[config.mk]
export PLATFORM = sky130hd
export DESIGN_NAME = reg_bank
export DESIGN_NICKNAME = d
export VERILOG_FILES = /design/src/rtl/reg_bank.sv
export SDC_FILE = /design/constraint.sdc
export NUM_CORES = 1
export LEC_CHECK = 0
export CORE_ASPECT_RATIO = 0.5
export CORE_MARGIN = 3
export CORE_UTILIZATION = 57
export DETAILED_ROUTE_END_ITERATION = 10
export DONT_BUFFER_PORTS = 1
export GPL_TIMING_DRIVEN = 0
export HOLD_SLACK_MARGIN = 0.06
export PLACE_DENSITY = 0.71
export SLEW_MARGIN = 10
export SYNTH_ARGS = -nofsm -noshare
export SYNTH_HDL_FRONTEND = slang
export SYNTH_SLANG_ARGS = --single-unit
[constraint.sdc]
create_clock -name clk -period 3.01 [get_ports clk]
set_clock_uncertainty 0.1 [all_clocks]
set_input_delay 0.4515 -clock clk [delete_from_list [all_inputs] [get_ports clk]]
set_output_delay 0.4515 -clock clk [all_outputs]
set_load 0.02 [all_outputs]
[src/rtl/reg_bank.sv]
// reg_bank: four 8-bit registers (A..D) with LOAD/INC/DEC commands, zero and
// carry/borrow flags, and a multi-cycle CLR_ALL sequence that clears one
// register per clock while busy is high.
// Optional build macro: REG_BANK_SAT_EN makes INC/DEC saturate at 0xFF/0x00
// instead of wrapping modulo 256.
module reg_bank #(
  parameter int DATA_W = 8
) (
  input  logic              clk,
  input  logic              rst,
  input  logic              en,
  input  logic [2:0]        op,
  input  logic [1:0]        sel,
  input  logic [DATA_W-1:0] din,
  output logic [DATA_W-1:0] Aout,
  output logic [DATA_W-1:0] Bout,
  output logic [DATA_W-1:0] Cout,
  output logic [DATA_W-1:0] Dout,
  output logic              zf,
  output logic              cf,
  output logic              busy
);

  localparam logic [2:0] OP_NOP  = 3'b000;
  localparam logic [2:0] OP_LOAD = 3'b001;
  localparam logic [2:0] OP_INC  = 3'b010;
  localparam logic [2:0] OP_DEC  = 3'b011;
  localparam logic [2:0] OP_CLR  = 3'b100;

  typedef enum logic {
    IDLE = 1'b0,
    CLR  = 1'b1
  } state_t;

  state_t            state_q, state_d;
  logic [1:0]        idx_q, idx_d;
  logic [DATA_W-1:0] regs_q [4];
  logic [DATA_W-1:0] regs_d [4];
  logic              zf_q, zf_d;
  logic              cf_q, cf_d;
  logic              accept;
  logic [DATA_W:0]   inc_res;
  logic [DATA_W:0]   dec_res;

  // Increment returning {carry, result}; the carry marks an old value of all-ones.
  function automatic logic [DATA_W:0] inc_val(input logic [DATA_W-1:0] v);
    logic [DATA_W:0] r;
`ifdef REG_BANK_SAT_EN
    if (&v) r = {1'b1, v};
    else    r = {1'b0, v + {{(DATA_W-1){1'b0}}, 1'b1}};
`else
    r = {1'b0, v} + {{DATA_W{1'b0}}, 1'b1};
`endif
    return r;
  endfunction

  // Decrement returning {borrow, result}; the borrow marks an old value of zero.
  function automatic logic [DATA_W:0] dec_val(input logic [DATA_W-1:0] v);
    logic [DATA_W:0] r;
`ifdef REG_BANK_SAT_EN
    if (v == '0) r = {1'b1, v};
    else         r = {1'b0, v - {{(DATA_W-1){1'b0}}, 1'b1}};
`else
    r = {(v == '0), v - {{(DATA_W-1){1'b0}}, 1'b1}};
`endif
    return r;
  endfunction

  // Commands are only taken while no clear sequence is running.
  assign accept  = en && (state_q == IDLE);
  assign inc_res = inc_val(regs_q[sel]);
  assign dec_res = dec_val(regs_q[sel]);

  // Sequence controller state register.
  always_ff @(posedge clk or posedge rst) begin
    if (rst) begin
      state_q <= IDLE;
      idx_q   <= 2'd0;
    end else begin
      state_q <= state_d;
      idx_q   <= idx_d;
    end
  end

  // Next-state logic: CLR walks the index 0..3, one register per edge, then
  // returns to IDLE on the edge that clears D (index wraps back to 0).
  always_comb begin
    state_d = state_q;
    idx_d   = idx_q;
    case (state_q)
      IDLE: begin
        if (accept && (op == OP_CLR)) begin
          state_d = CLR;
          idx_d   = 2'd0;
        end
      end
      CLR: begin
        idx_d = idx_q + 2'd1;
        if (idx_q == 2'd3) state_d = IDLE;
      end
      default: begin
        state_d = IDLE;
        idx_d   = 2'd0;
      end
    endcase
  end

  // Datapath next values: clear step while sequencing, otherwise the accepted
  // command; NOP, CLR_ALL start and reserved codes leave everything as is.
  always_comb begin
    regs_d = regs_q;
    zf_d   = zf_q;
    cf_d   = cf_q;
    if (state_q == CLR) begin
      regs_d[idx_q] = '0;
      if (idx_q == 2'd3) begin
        zf_d = 1'b1;
        cf_d = 1'b0;
      end
    end else if (accept) begin
      case (op)
        OP_LOAD: begin
          regs_d[sel] = din;
          zf_d        = (din == '0);
          cf_d        = 1'b0;
        end
        OP_INC: begin
          regs_d[sel] = inc_res[DATA_W-1:0];
          zf_d        = (inc_res[DATA_W-1:0] == '0);
          cf_d        = inc_res[DATA_W];
        end
        OP_DEC: begin
          regs_d[sel] = dec_res[DATA_W-1:0];
          zf_d        = (dec_res[DATA_W-1:0] == '0);
          cf_d        = dec_res[DATA_W];
        end
        default: begin
          regs_d = regs_q;
        end
      endcase
    end
  end

  // Register file and flags; reset clears everything immediately.
  always_ff @(posedge clk or posedge rst) begin
    if (rst) begin
      for (int i = 0; i < 4; i++) regs_q[i] <= '0;
      zf_q <= 1'b0;
      cf_q <= 1'b0;
    end else begin
      for (int i = 0; i < 4; i++) regs_q[i] <= regs_d[i];
      zf_q <= zf_d;
      cf_q <= cf_d;
    end
  end

  assign Aout = regs_q[0];
  assign Bout = regs_q[1];
  assign Cout = regs_q[2];
  assign Dout = regs_q[3];
  assign zf   = zf_q;
  assign cf   = cf_q;
  assign busy = (state_q == CLR);

endmodule

==> impl_metrics.env, run 1 <==
export IMPL_status="finished, final reports clean"
export IMPL_setup_viol=0
export IMPL_async_reset_ff_share_pct=100
export IMPL_slew_headroom_pct=47.9
export IMPL_max_stage_delay_ns=0.60
export IMPL_switching_share_pct=48.6
export IMPL_avgSynthCellArea_um2=8.32
export IMPL_switchingPower_mw=1.35
export IMPL_worstPathRequired_ns=3.08
export IMPL_powerDensity_nw_per_um2=932
export IMPL_dieHeight_um=54.8
export IMPL_antenna_left=0
export IMPL_path_class="reg2reg"
export IMPL_io_pins=51
export IMPL_power_mw=2.78
export IMPL_arrival_ns=3.01
export IMPL_grt_max_degree=38
export IMPL_antenna_found_initial=0
export IMPL_final_cell_mix="nand2_1 (49), dfrtp_1 (35), nor2_1 (25)"
export IMPL_routed_wl_mm=8.63
export IMPL_dieWidth_um=104
export IMPL_grt_pass1_vias=2394
export IMPL_root_buffer="clkbuf_8"
export IMPL_path_cells="mux4_2 -> buf_4 -> or4_1 -> or3_1 -> xor2_1 -> nor2_1 -> nor3_1 -> o31ai_2"
export IMPL_max_freq_ghz=0.340
export IMPL_core_area_um2=4490
export IMPL_p_leak_nw=1.25
export IMPL_crit_path_start_kind="flop"
export IMPL_die_area_um2=5690
export IMPL_cap_violations=0
export IMPL_yosysWarnings=0
export IMPL_cts_tree="done"
export IMPL_numCtsBuffers=5
export IMPL_place_gp_congestion=1.00
export IMPL_syn_to_final_growth_pct=9.71
export IMPL_fp_row_count=17
export IMPL_end_kind="flop"
export IMPL_drcViolationCount=0
export IMPL_drt_iter0_markers=305
export IMPL_syn_cell_area_um2=2720
export IMPL_ys_seq_elements=37
export IMPL_tightest_slew_ns=0.780
export IMPL_final_common_cell="nand2_1"
export IMPL_drive_gt1_share_pct=9.71
export IMPL_grt_pass1_wl_mm=12.9
export IMPL_worstSkewPairLatency_ns=0.30
export IMPL_fill_cells=375
export IMPL_finalHoldViolations=0
export IMPL_timing_final_crit_period_ns=2.94
export IMPL_peakVddDrop_mv=0.531
export IMPL_wl_per_cell_um=21.3
export IMPL_p_comb_share_pct=43.7
export IMPL_hold_slack_ns=0.0667
export IMPL_drv_slew=0
export IMPL_portBuffers=0
export IMPL_synth_edf_count=0
export IMPL_diodes=0
export IMPL_multi_input_area_um2=1710
export IMPL_vias=2701
export IMPL_cpMaxStageDelayCell="mux4_2"
export IMPL_synthCells=327
export IMPL_synth_cell_types=49
export IMPL_synth_nets=352
export IMPL_clock_path_buffers=2
export IMPL_seqPwrFrac_pct=40.3
export IMPL_vias_per_cell=6.65
export IMPL_drt_first_pass_iters=5
export IMPL_register_area_um2=928
export IMPL_grt_overflow=0
export IMPL_yosysSeqAreaShare_pct=34.0
export IMPL_post_route_util_pct=66.5
export IMPL_clkSinkCount=37
export IMPL_initial_core_util_pct=60.6
export IMPL_synth_top_flop_cell="dfrtp_1"
export IMPL_path_clk_slew_ns=0.08
export IMPL_dpl_hpwl_mm=6.24
export IMPL_clockPowerShare_pct=16.0
export IMPL_h_tree_depth=2
export IMPL_nets=364
export IMPL_power_internal_mw=1.43
export IMPL_hp_class="in2async"
export IMPL_path_max_fanout=7
export IMPL_fin_crit_sh_pct=97.8
export IMPL_track_usage_pct=29.6
[power by group through the flow]
stage	Clock [mW]	Sequential [mW]	Combinational [mW]
finish	0.445	1.12	1.21
global route	0.467	1.15	1.32
CTS	0.444	1.11	1.13
detailed placement	0	1.12	1.12
global placement	0	1.11	1.10
floorplan	0	1.05	0.875
[layout make-up]
| type | instances | share of cell area (%) |
|---|---|---|
| clock buffers | 6 | 2.43 |
| repair buffers | 4 | 1.01 |
| multi-input cells | 261 | 57.2 |
| well taps | 66 | 2.77 |
| clock inverters | 2 | 1.30 |
| inverters | 9 | 1.13 |
| flip-flops and latches | 37 | 31.1 |
| plain buffers | 21 | 3.06 |
[what timing repair did]
action,CTS,global route
hold buffers,0,0
buffers inserted,0,4
resized for setup,0,4
endpoints found under the setup margin,0,5
[stage by stage]
stage / cells / setup TNS, ns / setup WS, ns / area [µm²]
floorplan: 327 / 0 / 0.241 / 2720
global route: 406 / -0.0200 / -0.0200 / 2980
detailed placement: 393 / -0.0920 / -0.0844 / 2800
CTS: 401 / 0 / 0.0778 / 2910
global placement: 393 / -0.0300 / -0.0300 / 2800
finish: 406 / 0 / 0.0659 / 2980
[path summary, 6_finish.rpt]
check,from,to,slack (ns),cells past startpoint
worst max-delay path,Dout[1]$_DFFE_PP0P_,Dout[7]$_DFFE_PP0P_,0.07,8
worst min-delay path,rst,idx_q[0]$_DFFE_PP0P_,0.07,1
worst max register to register,Dout[1]$_DFFE_PP0P_,Dout[7]$_DFFE_PP0P_,0.07,8
worst min register to register,idx_q[0]$_DFFE_PP0P_,idx_q[0]$_DFFE_PP0P_,0.47,1
max in group asynchronous,rst,Cout[0]$_DFFE_PP0P_,2.20,1
min in group clk,din[3],Cout[3]$_DFFE_PP0P_,0.33,2
[state kept, by name, summed over array words and instances (netlist names)]
name   flops
cf         1
busy       1
zf         1
Aout       8
Dout       8
Cout       8
Bout       8
idx_q      2
[Yosys cell counts, types with 5 or more instances]
library cell	number	share of area [%]
o21ai_0	24	4.4
nor2_1	25	3.4
mux4_2	8	6.6
a21oi_1	12	2.2
xor2_1	7	2.3
inv_1	9	1.2
nand3_1	23	4.2
clkbuf_1	15	2.1
dfrtp_1	37	34
nand2_1	49	6.8
o22ai_1	10	2.3
nor3_1	5	0.92
ha_1	9	4.1
nand2b_1	6	1.4
o21ai_1	12	2.2
mux2i_1	10	3.7
[critical path: cells and delay by family, from the launching register on]
family	cells	cell delay, ns
and+or+nand+nor	4	1.15
muxes	1	0.60
DFF	1	0.48
xor gates and xnor gates	1	0.21
buffers and inverters	1	0.18
AOI/OAI and AO/OA	1	0.09
[logic make-up (layout without fill, tap and decap cells)]
logic type,Yosys count,count (layout),synth area share (%)
compound gates,89,89,20.6
flops,37,37,34.0
mux,18,19,10.3
buf+inv,30,42,4.60
xor+xnor,10,10,3.22
simple gates,134,134,23.1
fa+ha+maj,9,9,4.14
[layer usage]
metal,track usage [%],share of wire (%)
met1,42.5,44
met2,42.7,41
met3,8.83,13
met4,7.95,1.6
met5,5.36,0.41
(Power assumes the default switching activity.)
==> run 2: changes to the inputs <==
- TNS_END_PERCENT: not set -> 1
- clock period: 3.01 -> 3.2 ns (I/O delays scaled with it)
==> impl_metrics.env, run 2 (same netlist as run 1, synthesis figures left out) <==
export IMPL_drive_gt1_share_pct=7.46
export IMPL_rsz0062_at_grt="no"
export IMPL_clock_path_buffers=2
export IMPL_setup_viol=0
export IMPL_power_internal_mw=1.31
export IMPL_nets=359
export IMPL_path_max_fanout=11
export IMPL_hp_class="in2async"
export IMPL_switching_share_pct=48.7
export IMPL_cpMostUsedCell="nand2_1"
export IMPL_rr_worst_depth=9
export IMPL_final_common_cell="nand2_1"
export IMPL_p_leak_nw=1.21
export IMPL_clkSinkCount=37
export IMPL_place_gp_congestion=1.00
export IMPL_die_area_um2=5690
export IMPL_root_buffer="clkbuf_8"
export IMPL_clockPowerShare_pct=16.6
export IMPL_path_class="reg2reg"
export IMPL_status="finished, final reports clean"
export IMPL_fill_cells=385
export IMPL_grt_overflow=0
export IMPL_fin_crit_sh_pct=93.2
export IMPL_drcViolationCount=0
export IMPL_finalHoldViolations=0
export IMPL_cts_repair_resized=0
export IMPL_diodes=0
export IMPL_path_cells="mux4_2 -> inv_1 -> ha_1 -> nand2_1 -> o32ai_1 -> xor2_1 -> mux2i_1 -> a211o_1 -> nand2_1"
export IMPL_dpl_hpwl_mm=6.24
export IMPL_register_area_um2=926
export IMPL_power_mw=2.54
export IMPL_regToRegSetupSlack_ns=0.22
export IMPL_grt_pass1_vias=2394
export IMPL_grt_pass1_wl_mm=12.9
export IMPL_worstPathRequired_ns=3.30
export IMPL_antenna_found_initial=0
export IMPL_ctsHoldBuffers=0
export IMPL_reg2reg_from="Aout[0]$_DFFE_PP0P_"
export IMPL_max_freq_ghz=0.335
export IMPL_worstSkewPairLatency_ns=0.30
export IMPL_end_kind="flop"
export IMPL_timing_final_crit_period_ns=2.98
export IMPL_switchingPower_mw=1.24
export IMPL_seqPwrFrac_pct=40.8
export IMPL_drt_iter0_markers=298
export IMPL_track_usage_pct=29.6
export IMPL_h_tree_depth=2
export IMPL_grt_max_degree=38
export IMPL_arrival_ns=3.08
export IMPL_routed_wl_mm=8.30
export IMPL_rr_endpoint="Dout[6]$_DFFE_PP0P_"
export IMPL_portBuffers=0
export IMPL_cap_violations=0
export IMPL_post_cts_setup_buffer_count=0
export IMPL_drv_slew=0
export IMPL_dieHeight_um=54.8
export IMPL_multi_input_area_um2=1670
export IMPL_vias=2680
export IMPL_initial_core_util_pct=60.6
export IMPL_cts_tree="done"
export IMPL_numCtsBuffers=5
export IMPL_drt_first_pass_iters=6
export IMPL_slew_headroom_pct=47.8
export IMPL_fp_row_count=17
export IMPL_io_pins=51
export IMPL_syn_to_final_growth_pct=7.13
export IMPL_powerDensity_nw_per_um2=873
export IMPL_fin_tns_setup_ns=0
export IMPL_p_comb_share_pct=42.6
export IMPL_peakVddDrop_mv=0.497
export IMPL_path_clk_slew_ns=0.09
export IMPL_cpMaxStageDelayCell="mux4_2"
export IMPL_final_cell_mix="nand2_1 (49), dfrtp_1 (37), nor2_1 (25)"
export IMPL_max_stage_delay_ns=0.65
export IMPL_tightest_slew_ns=0.782
export IMPL_wl_per_cell_um=20.7
export IMPL_crit_path_start_kind="flop"
export IMPL_antenna_left=0
export IMPL_vias_per_cell=6.68
export IMPL_dieWidth_um=104
export IMPL_core_area_um2=4490
==> run 2: power by group through the flow <==
stage	Sequential, mW	Combinational [mW]	Clock, mW
after floorplan	0.984	0.823	0
after global placement	1.04	1.03	0
after detailed placement	1.05	1.05	0
after CTS	1.04	1.06	0.418
after global routing	1.07	1.19	0.439
final	1.04	1.08	0.422
==> run 2: cell type report <==
| type | count | share of cell area (%) |
|---|---|---|
| multi-input cells | 260 | 57.3 |
| flip-flops and latches | 37 | 31.8 |
| plain buffers | 21 | 3.13 |
| well taps | 66 | 2.83 |
| clock buffers | 6 | 2.49 |
| clock inverters | 2 | 1.33 |
| inverters | 9 | 1.16 |
==> run 2: how the worst max path moves through the flow <==
stage / startpoint / depth (start not counted) / end / slack (ns)
global route: Aout[0]$_DFFE_PP0P_ / 9 / Dout[6]$_DFFE_PP0P_ / 0.004
CTS: Aout[0]$_DFFE_PP0P_ / 9 / Dout[6]$_DFFE_PP0P_ / 0.27
finish: Aout[0]$_DFFE_PP0P_ / 9 / Dout[6]$_DFFE_PP0P_ / 0.22
global placement: sel[1] / 9 / Dout[6]$_DFFE_PP0P_ / 0.13
detailed placement: sel[1] / 9 / Dout[6]$_DFFE_PP0P_ / 0.08
floorplan: sel[1] / 8 / Bout[7]$_DFFE_PP0P_ / 0.40
==> run 2: metrics by stage <==
step | hold slack (ns) | worst slack, ns | cell area (µm²) | utilization (%) | instances
after detailed placement | 0.448 | 0.0771 | 2800 | 62.4 | 393
after CTS | 0.126 | 0.268 | 2910 | 64.9 | 401
after floorplan | 0.412 | 0.403 | 2720 | - | 327
after global placement | 0.449 | 0.132 | 2800 | 62.4 | 393
after global routing | 0.152 | 0.00376 | 2910 | 64.9 | 401
final | 0.0914 | 0.216 | 2910 | 64.9 | 401
==> run 2: layer usage <==
metal	track usage (%)	vias to the layer above	routed length (µm)
li1	-	1204	-
met1	42.5	1289	3630
met2	42.7	157	3520
met3	8.83	28	961
met4	7.95	2	149
met5	5.36	-	35
==> run 2: critical path, delay by kind of cell (launching register included) <==
kind | cells | cell delay, ns
xor gates and xnor gates | 1 | 0.13
adders and majority gates | 1 | 0.25
muxes | 2 | 1.05
and+or+nand+nor | 2 | 0.15
DFF | 1 | 0.50
buffers and inverters | 1 | 0.13
AOI/OAI and AO/OA | 2 | 0.57
==> edit (settings of run 1) <==
Add an input register stage for `en`, `op`, `sel` and `din`, cleared by the reset; this delays them by one clock.
--- a/src/rtl/reg_bank.sv
+++ b/src/rtl/reg_bank.sv
@@ -31,6 +31,25 @@
     IDLE = 1'b0,
     CLR  = 1'b1
   } state_t;
+
+  logic en_q;
+  logic [2:0] op_q;
+  logic [1:0] sel_q;
+  logic [DATA_W-1:0] din_q;
+
+  always_ff @(posedge clk or posedge rst) begin
+    if (rst) begin
+      en_q  <= '0;
+      op_q  <= '0;
+      sel_q <= '0;
+      din_q <= '0;
+    end else begin
+      en_q  <= en;
+      op_q  <= op;
+      sel_q <= sel;
+      din_q <= din;
+    end
+  end
 
   state_t            state_q, state_d;
   logic [1:0]        idx_q, idx_d;
@@ -67,9 +86,9 @@
   endfunction
 
   // Commands are only taken while no clear sequence is running.
-  assign accept  = en && (state_q == IDLE);
-  assign inc_res = inc_val(regs_q[sel]);
-  assign dec_res = dec_val(regs_q[sel]);
+  assign accept  = en_q && (state_q == IDLE);
+  assign inc_res = inc_val(regs_q[sel_q]);
+  assign dec_res = dec_val(regs_q[sel_q]);
 
   // Sequence controller state register.
   always_ff @(posedge clk or posedge rst) begin
@@ -89,7 +108,7 @@
     idx_d   = idx_q;
     case (state_q)
       IDLE: begin
-        if (accept && (op == OP_CLR)) begin
+        if (accept && (op_q == OP_CLR)) begin
           state_d = CLR;
           idx_d   = 2'd0;
         end
@@ -118,19 +137,19 @@
         cf_d = 1'b0;
       end
     end else if (accept) begin
-      case (op)
+      case (op_q)
         OP_LOAD: begin
-          regs_d[sel] = din;
-          zf_d        = (din == '0);
+          regs_d[sel_q] = din_q;
+          zf_d        = (din_q == '0);
           cf_d        = 1'b0;
         end
         OP_INC: begin
-          regs_d[sel] = inc_res[DATA_W-1:0];
+          regs_d[sel_q] = inc_res[DATA_W-1:0];
           zf_d        = (inc_res[DATA_W-1:0] == '0);
           cf_d        = inc_res[DATA_W];
         end
         OP_DEC: begin
-          regs_d[sel] = dec_res[DATA_W-1:0];
+          regs_d[sel_q] = dec_res[DATA_W-1:0];
           zf_d        = (dec_res[DATA_W-1:0] == '0);
           cf_d        = dec_res[DATA_W];
         end
Check against the original RTL: not equivalent (Yosys sat finds a counterexample within 4 cycles, from zero or initial values and one cycle with rst high).
==> edit against run 1 <==
- area after synthesis rose by 10%
- fmax rose by 2.3%
- global-route usage fell by 0.38 points
- worst setup slack improved by 0.066 ns
- design area rose by 12%
- sequential cell count rose by 14
- largest cell class unchanged
- wire length barely moved
- critical path depth rose by 2
- total power rose by 9.1%
- synthesized cell count fell by 4.9%
- sequential share of layout area rose by 6.9 points
==> edit: results (changes against run 1) <==
hold_path:
  hold_path_end: "idx_q[0]"
  hold_path_class: "reg2reg"  # was in2async
  min_from: "idx_q[0]"
  whs_path_depth: 1
drt:
  wl_per_cell_microns: 21.52  # was 21.26 microns
  drtIter0Drc: 333  # was 305
  dr.pass1.iters: 5  # unchanged
  avgViaCountPerCell: 6.633  # was 6.653
place:
  routabilityCongestion: 0.9416  # was 1.002
  port_buffers: 0  # unchanged
  dp_cells: 378  # was 393
  dpl_cell_area_sq_um: 3105  # was 2803 sq um
  hpwl_microns: 6360  # was 6235 microns
  dp_slack_ns: 0.2520  # was -0.08439 ns
worst_setup_path:
  ff2ff_path_depth: 10  # was 8
  crit_arrival_ns: 2.96  # was 3.01 ns
  r2r_slack_ns: 0.13  # was 0.07 ns
  r2r-start: "sel_q[0]"  # was Dout[1]
  slowest_delay_ns: 0.49  # was 0.60 ns
  cpLargestDelayFamily: "compound AO/OA/AOI/OAI gates"  # was simple AND/OR/NAND/NOR gates
  cp_max_fo: 10  # was 7
  reg2reg_to: "Dout[1]"  # was Dout[7]
  crit_slowest_cell: "mux4_2"  # unchanged
timing:
  hold_slack_ns: 0.4636  # was 0.06665 ns
  slew_headroom_pct: 51.59  # was 47.93%
  drv_slew: 0  # unchanged
clocking:
  clkSlewWorstSetupHoldPaths_ns: 0.10  # was 0.08 ns
  clk_path_buf_depth: 2  # unchanged
  cts_buffers: 5  # unchanged
  cts_root_buf: "clkbuf_8"  # unchanged
  htree_levels: 2  # unchanged
  clk_latency_ns: 0.32  # was 0.30 ns
global_route:
  grt_max_degree: 30  # was 38
  grt_first_pass_wirelength_microns: 13580  # was 12,920 microns
  grt_pass1_vias: 2505  # was 2,394
  grtUsageTotal_pct: 29.17  # was 29.55%
  antenna_found_initial: 0  # unchanged
run_status:
  outcome: "completed"  # unchanged
synth:
  postSynthNetCount: 336  # was 352
  yosys-top-cells-count: "dfrtp_1, nand2_1, o21ai_0"  # was nand2_1, dfrtp_1, nor2_1
  ys_types: 55  # was 49
  synth-seq-area-share_pct: 42.50  # was 34.04%
  syn_area_per_cell_sq_um: 9.656  # was 8.318 sq um
  yosysWarnings: 0  # unchanged
  synth.top_cells.by_area: "dfrtp_1, mux4_2, o21ai_0"  # was dfrtp_1, nand2_1, mux4_2
  yosysMostFrequentCell: "dfrtp_1"  # was nand2_1
  async_flop_share_pct: 100.0  # unchanged
final_layout:
  antennaDiodeCount: 0  # unchanged
  fin_cells: 401  # was 406
  drive_above_1_share_pct: 13.13  # was 9.706%
  nets: 359  # was 364
power:
  leakagePower_nw: 1.408  # was 1.245 nW
  p_switching_mw: 1.469  # was 1.353 mW
  peakVddDrop_uv: 558.5  # was 531.4 uV
==> edit: worst max-delay path by stage <==
| stage | cells past startpoint | startpoint | slack (ns) | end |
|---|---|---|---|---|
| final | 10 | sel_q[0] | 0.13 | Dout[1] |
| after global routing | 10 | sel_q[0] | 0.03 | Dout[1] |
| after CTS | 10 | sel_q[0] | 0.24 | Dout[1] |
| after detailed placement | 10 | sel_q[0] | 0.25 | Dout[1] |
| after global placement | 10 | sel_q[0] | 0.33 | Dout[1] |
| after floorplan | 7 | Dout[0] | 0.68 | Cout[6] |
==> edit: worst register-to-register path: stages (launching register included) <==
cell	delay, ns
dfrtp_1	0.45
buf_2	0.30
mux4_2	0.49
inv_1	0.16
ha_1	0.26
xnor2_1	0.16
nor2_1	0.05
a21oi_1	0.43
nor2_1	0.11
a21oi_1	0.13
o21ai_0	0.09
==> edit: what timing repair did <==
item | in CTS | in global routing
endpoints found under the hold margin | 36 | 0
gates resized for setup | 0 | 1
endpoints found under the setup margin | 0 | 3
buffers inserted | 0 | 0
hold buffers | 15 | 0
==> edit: area by class of cell <==
class	instances	area (sq um)
buffer	17	102.6
clock buffer	5	68.82
clock inverter	3	22.52
fill	384	1369
inverter	8	32.53
multi-input combinational	235	1598
sequential	51	1276
tap	66	82.58
timing repair buffer	16	170.2
==> edit: logic make-up after synthesis <==
logic type / after synthesis / share of synthesized area, %
simple gates: 123 / 20.96
fa+ha+maj: 9 / 3.750
xor+xnor: 11 / 3.459
buf+inv: 25 / 4.500
compound gates: 79 / 16.63
mux: 13 / 8.208
flops: 51 / 42.50
==> edit: metal layers <==
metal / GRT usage, % / routed length (microns) / vias to the layer above
li1: - / - / 1173
met1: 43.48 / 3697 / 1301
met2: 40.04 / 3600 / 174
met3: 12.43 / 1269 / 12
met4: 4.856 / 61 / 0
met5: 0 / 0 / -
==> edit: power by group through the flow <==
stage	logic, mW	clock network, mW	registers, mW
3_5_place_dp	1.17	0	1.39
3_3_place_gp	1.14	0	1.38
5_1_grt	1.36	0.464	1.40
6_report	1.23	0.426	1.38
2_1_floorplan	0.933	0	1.29
4_1_cts	1.20	0.426	1.38
